File: src/rtl/adma_as_atx_issue.sv
// Issue stage behind the channel arbiter: forwards AR/AW halves on independent AXI
// address channels and queues each transaction's channel id for the write-data path.
module adma_as_atx_issue #(
    parameter int DMA_CHN_NUM   = 4,
    parameter int SRC_ADDR_W    = 32,
    parameter int DST_ADDR_W    = 32,
    parameter int MST_ID_W      = 5,
    parameter int ATX_LEN_W     = 8,
    parameter int OST_MAX       = 8,
    parameter int DMA_CHN_NUM_W = $clog2(DMA_CHN_NUM),
    parameter int OST_CNT_W     = $clog2(OST_MAX + 1)
) (
    input  logic                     clk,
    input  logic                     rst_n,
    input  logic [DMA_CHN_NUM_W-1:0] atx_chn_id,
    input  logic [MST_ID_W-1:0]      atx_arid,
    input  logic [SRC_ADDR_W-1:0]    atx_araddr,
    input  logic [ATX_LEN_W-1:0]     atx_arlen,
    input  logic [1:0]               atx_arburst,
    input  logic [MST_ID_W-1:0]      atx_awid,
    input  logic [DST_ADDR_W-1:0]    atx_awaddr,
    input  logic [ATX_LEN_W-1:0]     atx_awlen,
    input  logic [1:0]               atx_awburst,
    input  logic                     atx_vld,
    output logic                     atx_rdy,
    output logic [MST_ID_W-1:0]      m_arid,
    output logic [SRC_ADDR_W-1:0]    m_araddr,
    output logic [ATX_LEN_W-1:0]     m_arlen,
    output logic [1:0]               m_arburst,
    output logic                     m_arvalid,
    input  logic                     m_arready,
    output logic [MST_ID_W-1:0]      m_awid,
    output logic [DST_ADDR_W-1:0]    m_awaddr,
    output logic [ATX_LEN_W-1:0]     m_awlen,
    output logic [1:0]               m_awburst,
    output logic                     m_awvalid,
    input  logic                     m_awready,
    output logic [DMA_CHN_NUM_W-1:0] wchn_id,
    output logic                     wchn_vld,
    input  logic                     wchn_rdy,
    output logic [OST_CNT_W-1:0]     ost_cnt
);

    localparam int PTR_W = $clog2(OST_MAX);
    localparam logic [OST_CNT_W-1:0] CNT_FULL = OST_CNT_W'(OST_MAX);

    logic                     ar_free;
    logic                     aw_free;
    logic                     accept;
    logic                     pop;
    logic [PTR_W-1:0]         wr_ptr;
    logic [PTR_W-1:0]         rd_ptr;
    logic [DMA_CHN_NUM_W-1:0] fifo_mem [OST_MAX];

    assign ar_free = !m_arvalid || m_arready;
    assign aw_free = !m_awvalid || m_awready;
    // Full is judged on the registered count, so a same-cycle pop never frees a slot early.
    assign atx_rdy = ar_free && aw_free && (ost_cnt != CNT_FULL);
    assign accept  = atx_vld && atx_rdy;
    assign wchn_vld = (ost_cnt != '0);
    assign pop      = wchn_vld && wchn_rdy;
    assign wchn_id  = wchn_vld ? fifo_mem[rd_ptr] : '0;

    always_ff @(posedge clk or negedge rst_n) begin
        if (!rst_n) begin
            m_arvalid <= 1'b0;
            m_arid    <= '0;
            m_araddr  <= '0;
            m_arlen   <= '0;
            m_arburst <= '0;
        end else if (accept) begin
            m_arvalid <= 1'b1;
            m_arid    <= atx_arid;
            m_araddr  <= atx_araddr;
            m_arlen   <= atx_arlen;
            m_arburst <= atx_arburst;
        end else if (m_arready) begin
            m_arvalid <= 1'b0;
        end
    end

    always_ff @(posedge clk or negedge rst_n) begin
        if (!rst_n) begin
            m_awvalid <= 1'b0;
            m_awid    <= '0;
            m_awaddr  <= '0;
            m_awlen   <= '0;
            m_awburst <= '0;
        end else if (accept) begin
            m_awvalid <= 1'b1;
            m_awid    <= atx_awid;
            m_awaddr  <= atx_awaddr;
            m_awlen   <= atx_awlen;
            m_awburst <= atx_awburst;
        end else if (m_awready) begin
            m_awvalid <= 1'b0;
        end
    end

    always_ff @(posedge clk) begin
        if (accept) begin
            fifo_mem[wr_ptr] <= atx_chn_id;
        end
    end

    always_ff @(posedge clk or negedge rst_n) begin
        if (!rst_n) begin
            wr_ptr  <= '0;
            rd_ptr  <= '0;
            ost_cnt <= '0;
        end else begin
            if (accept) begin
                wr_ptr <= wr_ptr + PTR_W'(1);
            end
            if (pop) begin
                rd_ptr <= rd_ptr + PTR_W'(1);
            end
            case ({accept, pop})
                2'b10:   ost_cnt <= ost_cnt + OST_CNT_W'(1);
                2'b01:   ost_cnt <= ost_cnt - OST_CNT_W'(1);
                default: ost_cnt <= ost_cnt;
            endcase
        end
    end

endmodule

File: config.mk
export PLATFORM = sky130hd
export DESIGN_NAME = adma_as_atx_issue
export DESIGN_NICKNAME = d
export VERILOG_FILES = /design/src/rtl/adma_as_atx_issue.sv
export SDC_FILE = /design/constraint.sdc
export NUM_CORES = 1
export LEC_CHECK = 0
export ABC_AREA = 1
export CORE_ASPECT_RATIO = 0.8
export CORE_MARGIN = 2
export CORE_UTILIZATION = 45
export CTS_CLUSTER_DIAMETER = 150
export DETAILED_ROUTE_END_ITERATION = 10
export PLACE_DENSITY = 0.86
export SYNTH_ARGS = -nofsm -noshare
export SYNTH_HDL_FRONTEND = slang
export SYNTH_SLANG_ARGS = --single-unit
export TNS_END_PERCENT = 10
File: constraint.sdc
create_clock -name clk -period 4.7 [get_ports clk]
set_input_delay 0.94 -clock clk [delete_from_list [all_inputs] [get_ports clk]]
set_output_delay 0.94 -clock clk [all_outputs]
set_load 0.05 [all_outputs]
==> impl_metrics.toml <==
[logic_synthesis]
syn_inst = 535
synthTopCellsByArea = "dfrtp_1 55%, nand2_1 24%, edfxtp_1 9.9%"
yosys_warnings = 0
synth_area_per_cell_um2 = 9.06
yosys_register_bits = 122
yosysTopAreaCellShare_pct = 54.8
synthesis.area_um2 = 4840
syn-num-nets = 642
yosysUniqueCellTypes = 22
synth.largest_area_cell = "dfrtp_1"
yosysSeqAreaShare_pct = 64.7

[global_routing]
grt_pass1_wl_um = 21600
grtUsageMet2_pct = 37.1
grt_pass1_vias = 4292
gr-usage-met1_pct = 30.4
grt_remaining_overflow = 0
track_usage_pct = 23.5
use_met3_pct = 8.84
antenna_found_initial = 0
grt_max_degree = 72
grt_busiest_layer = "met2"

[timing]
rsz0062_at_grt = "no"
fmax_mhz = 282
min_period_ps = 3550
slew_headroom_pct = 40.3
max_slew.worst_pin.slew_ps = 896
finalSetupViolCount = 0
final.period_utilization_pct = 75.5
maxSlewViolCount = 0
setup_tns_ps = 0
hold_viol_final = 0
finClkSkew_ps = 11.6

[die]
row_count = 33
die_h_um = 96.8
die-area_um2 = 11600
fp.coreArea_um2 = 10400
ioPinCount = 206
start_util_pct = 46.7
die_w_um = 120

[finish]
synthToLayoutAreaGrowth_pct = 57.4
final_common_cell = "nand2_1"
multi_input_area_um2 = 1550
drive_above_1_share_pct = 5.44
n_fill_cell = 714
final_nets = 848
register_area_um2 = 3130
diodes = 0
mostFrequentLayoutCells = "315 x nand2_1, 204 x clkdlybuf4s50_1, 106 x dfrtp_1"

[clock_network]
clockBufferDepth = 2
tritoncts = "yes"
clk-insertion-delay-late_ps = 400
cts_buffers = 17
cts_setup_buffers = 0
postCtsHoldBufs = 0
htreeDepth = 4
clock_sinks = 122
clk_pin_slew_ps = 60
root_buffer = "clkbuf_16"
cts_resized = 0

[worst_setup_path]
cp.buffers_inverters = 3
worstSetupPathType = "in -> out"
path_max_fanout = 3
cp_cell_sequence = "clkdlybuf4s50_1, inv_1, nand2_1, nand2_1, a31oi_1, clkdlybuf4s50_1"
critPathTopFamily = "buffers and inverters"
cp.required_ps = 3760
cp-start-kind = "input port"
critical_path_arrival_ps = 2610
crit_path_top_delay_cell = "clkdlybuf4s50_1"
cp_slowest_stage_delay_ps = 820
cp-end-kind = "primary output"

[drt]
vias = 4270
ant_nets = 0
vias_per_cell = 4.78
routed_wl_um = 13100
routedWlPerCell_um = 14.6
drtPass1Iterations = 5
drcViolationCount = 0
drt-initial-drc-count = 307

[placed_design]
hpwl_um = 8960
gp_congestion = 0.853
io_buffer_count = 205

[run]
drv_cap = 0

[min_path]
holdCritPathClass = "reg -> reg"

[power]
finalPower_mw = 6.05
power_density_nw_per_um2 = 794
leakage_nw = 3.66
ir_drop_v = 0.000562

[run_status]
outcome = "completed"
metrics by stage:
step	cells	instance area [um2]	hold WS [ps]	setup slack, ps	utilization [%]
CTS	894	7620	480	1140	73.6
global placement	862	6990	461	1140	67.5
finish	894	7620	477	1150	73.6
global route	894	7620	500	1030	73.6
floorplan	535	4840	482	1780	-
detailed placement	862	6990	465	1020	67.5
final timing paths:
kind	slack (ps)	end	from	cells past startpoint
max	1150	atx_rdy	m_awready	6
min	480	m_awaddr[30]	m_awaddr[30]	2
max reg2reg	1970	fifo_mem[5][0]	ost_cnt[0]	6
min reg2reg	480	m_awaddr[30]	m_awaddr[30]	2
max in group asynchronous	2990	m_awlen[7]	rst_n	2
min in group asynchronous	680	rd_ptr[0]	rst_n	1
registers in the layout (all words and copies together), names as in the netlist:
name,count
fifo_mem,16
m_araddr,32
m_arburst,2
m_arid,5
m_arlen,8
m_arvalid,1
m_awaddr,32
m_awburst,2
m_awid,5
m_awlen,8
m_awvalid,1
ost_cnt,4
rd_ptr,3
wr_ptr,3
tightest hold or removal path: stages, from the launching register on:
cell and delay, ps:
dfrtp_1 340, nand2_1 60, nand2_1 50
metal layers:
layer | vias to the layer above | wire length [um]
met4 | 0 | 120
met2 | 180 | 6200
met5 | - | 0
met3 | 14 | 1210
met1 | 2017 | 5530
li1 | 2059 | -
layout make-up:
class	instances	share of cell area, %
Inverter	14	0.689
Tap cell	140	2.30
Sequential cell	122	41.1
Timing Repair Buffer	208	27.3
Multi-Input combinational cell	378	20.3
Clock buffer	18	5.76
Clock inverter	14	2.56
power by group:
part / leakage, nW / switching [mW] / internal (mW)
logic: 1.91 / 2.01 / 0.946
registers: 1.45 / 0.267 / 1.46
clock network: 0.307 / 0.462 / 0.904
Yosys cell counts:
| cell | n |
|---|---|
| o211ai_1 | 2 |
| or2_2 | 2 |
| o21ai_0 | 12 |
| xnor2_1 | 3 |
| clkinv_1 | 1 |
| dfrtp_1 | 106 |
| buf_1 | 6 |
| buf_4 | 4 |
| xor2_1 | 1 |
| ha_1 | 5 |
| buf_6 | 1 |
| buf_2 | 10 |
| a21oi_1 | 1 |
| edfxtp_1 | 16 |
| nand3_1 | 5 |
| nand4_4 | 1 |
| nor2_1 | 27 |
| nand2_1 | 315 |
| o22ai_1 | 2 |
| inv_1 | 11 |
| inv_2 | 2 |
| a31oi_1 | 2 |
logic make-up after synthesis:
| group | after synthesis | share of synthesized area (%) |
|---|---|---|
| and+or+nand+nor | 350 | 27.7 |
| DFF | 122 | 64.7 |
| buffers and inverters | 35 | 3.43 |
| AOI/OAI and AO/OA | 19 | 2.17 |
| adders and majority gates | 5 | 1.29 |
| xor gates and xnor gates | 4 | 0.723 |
Power figures use the tool's default switching activity.
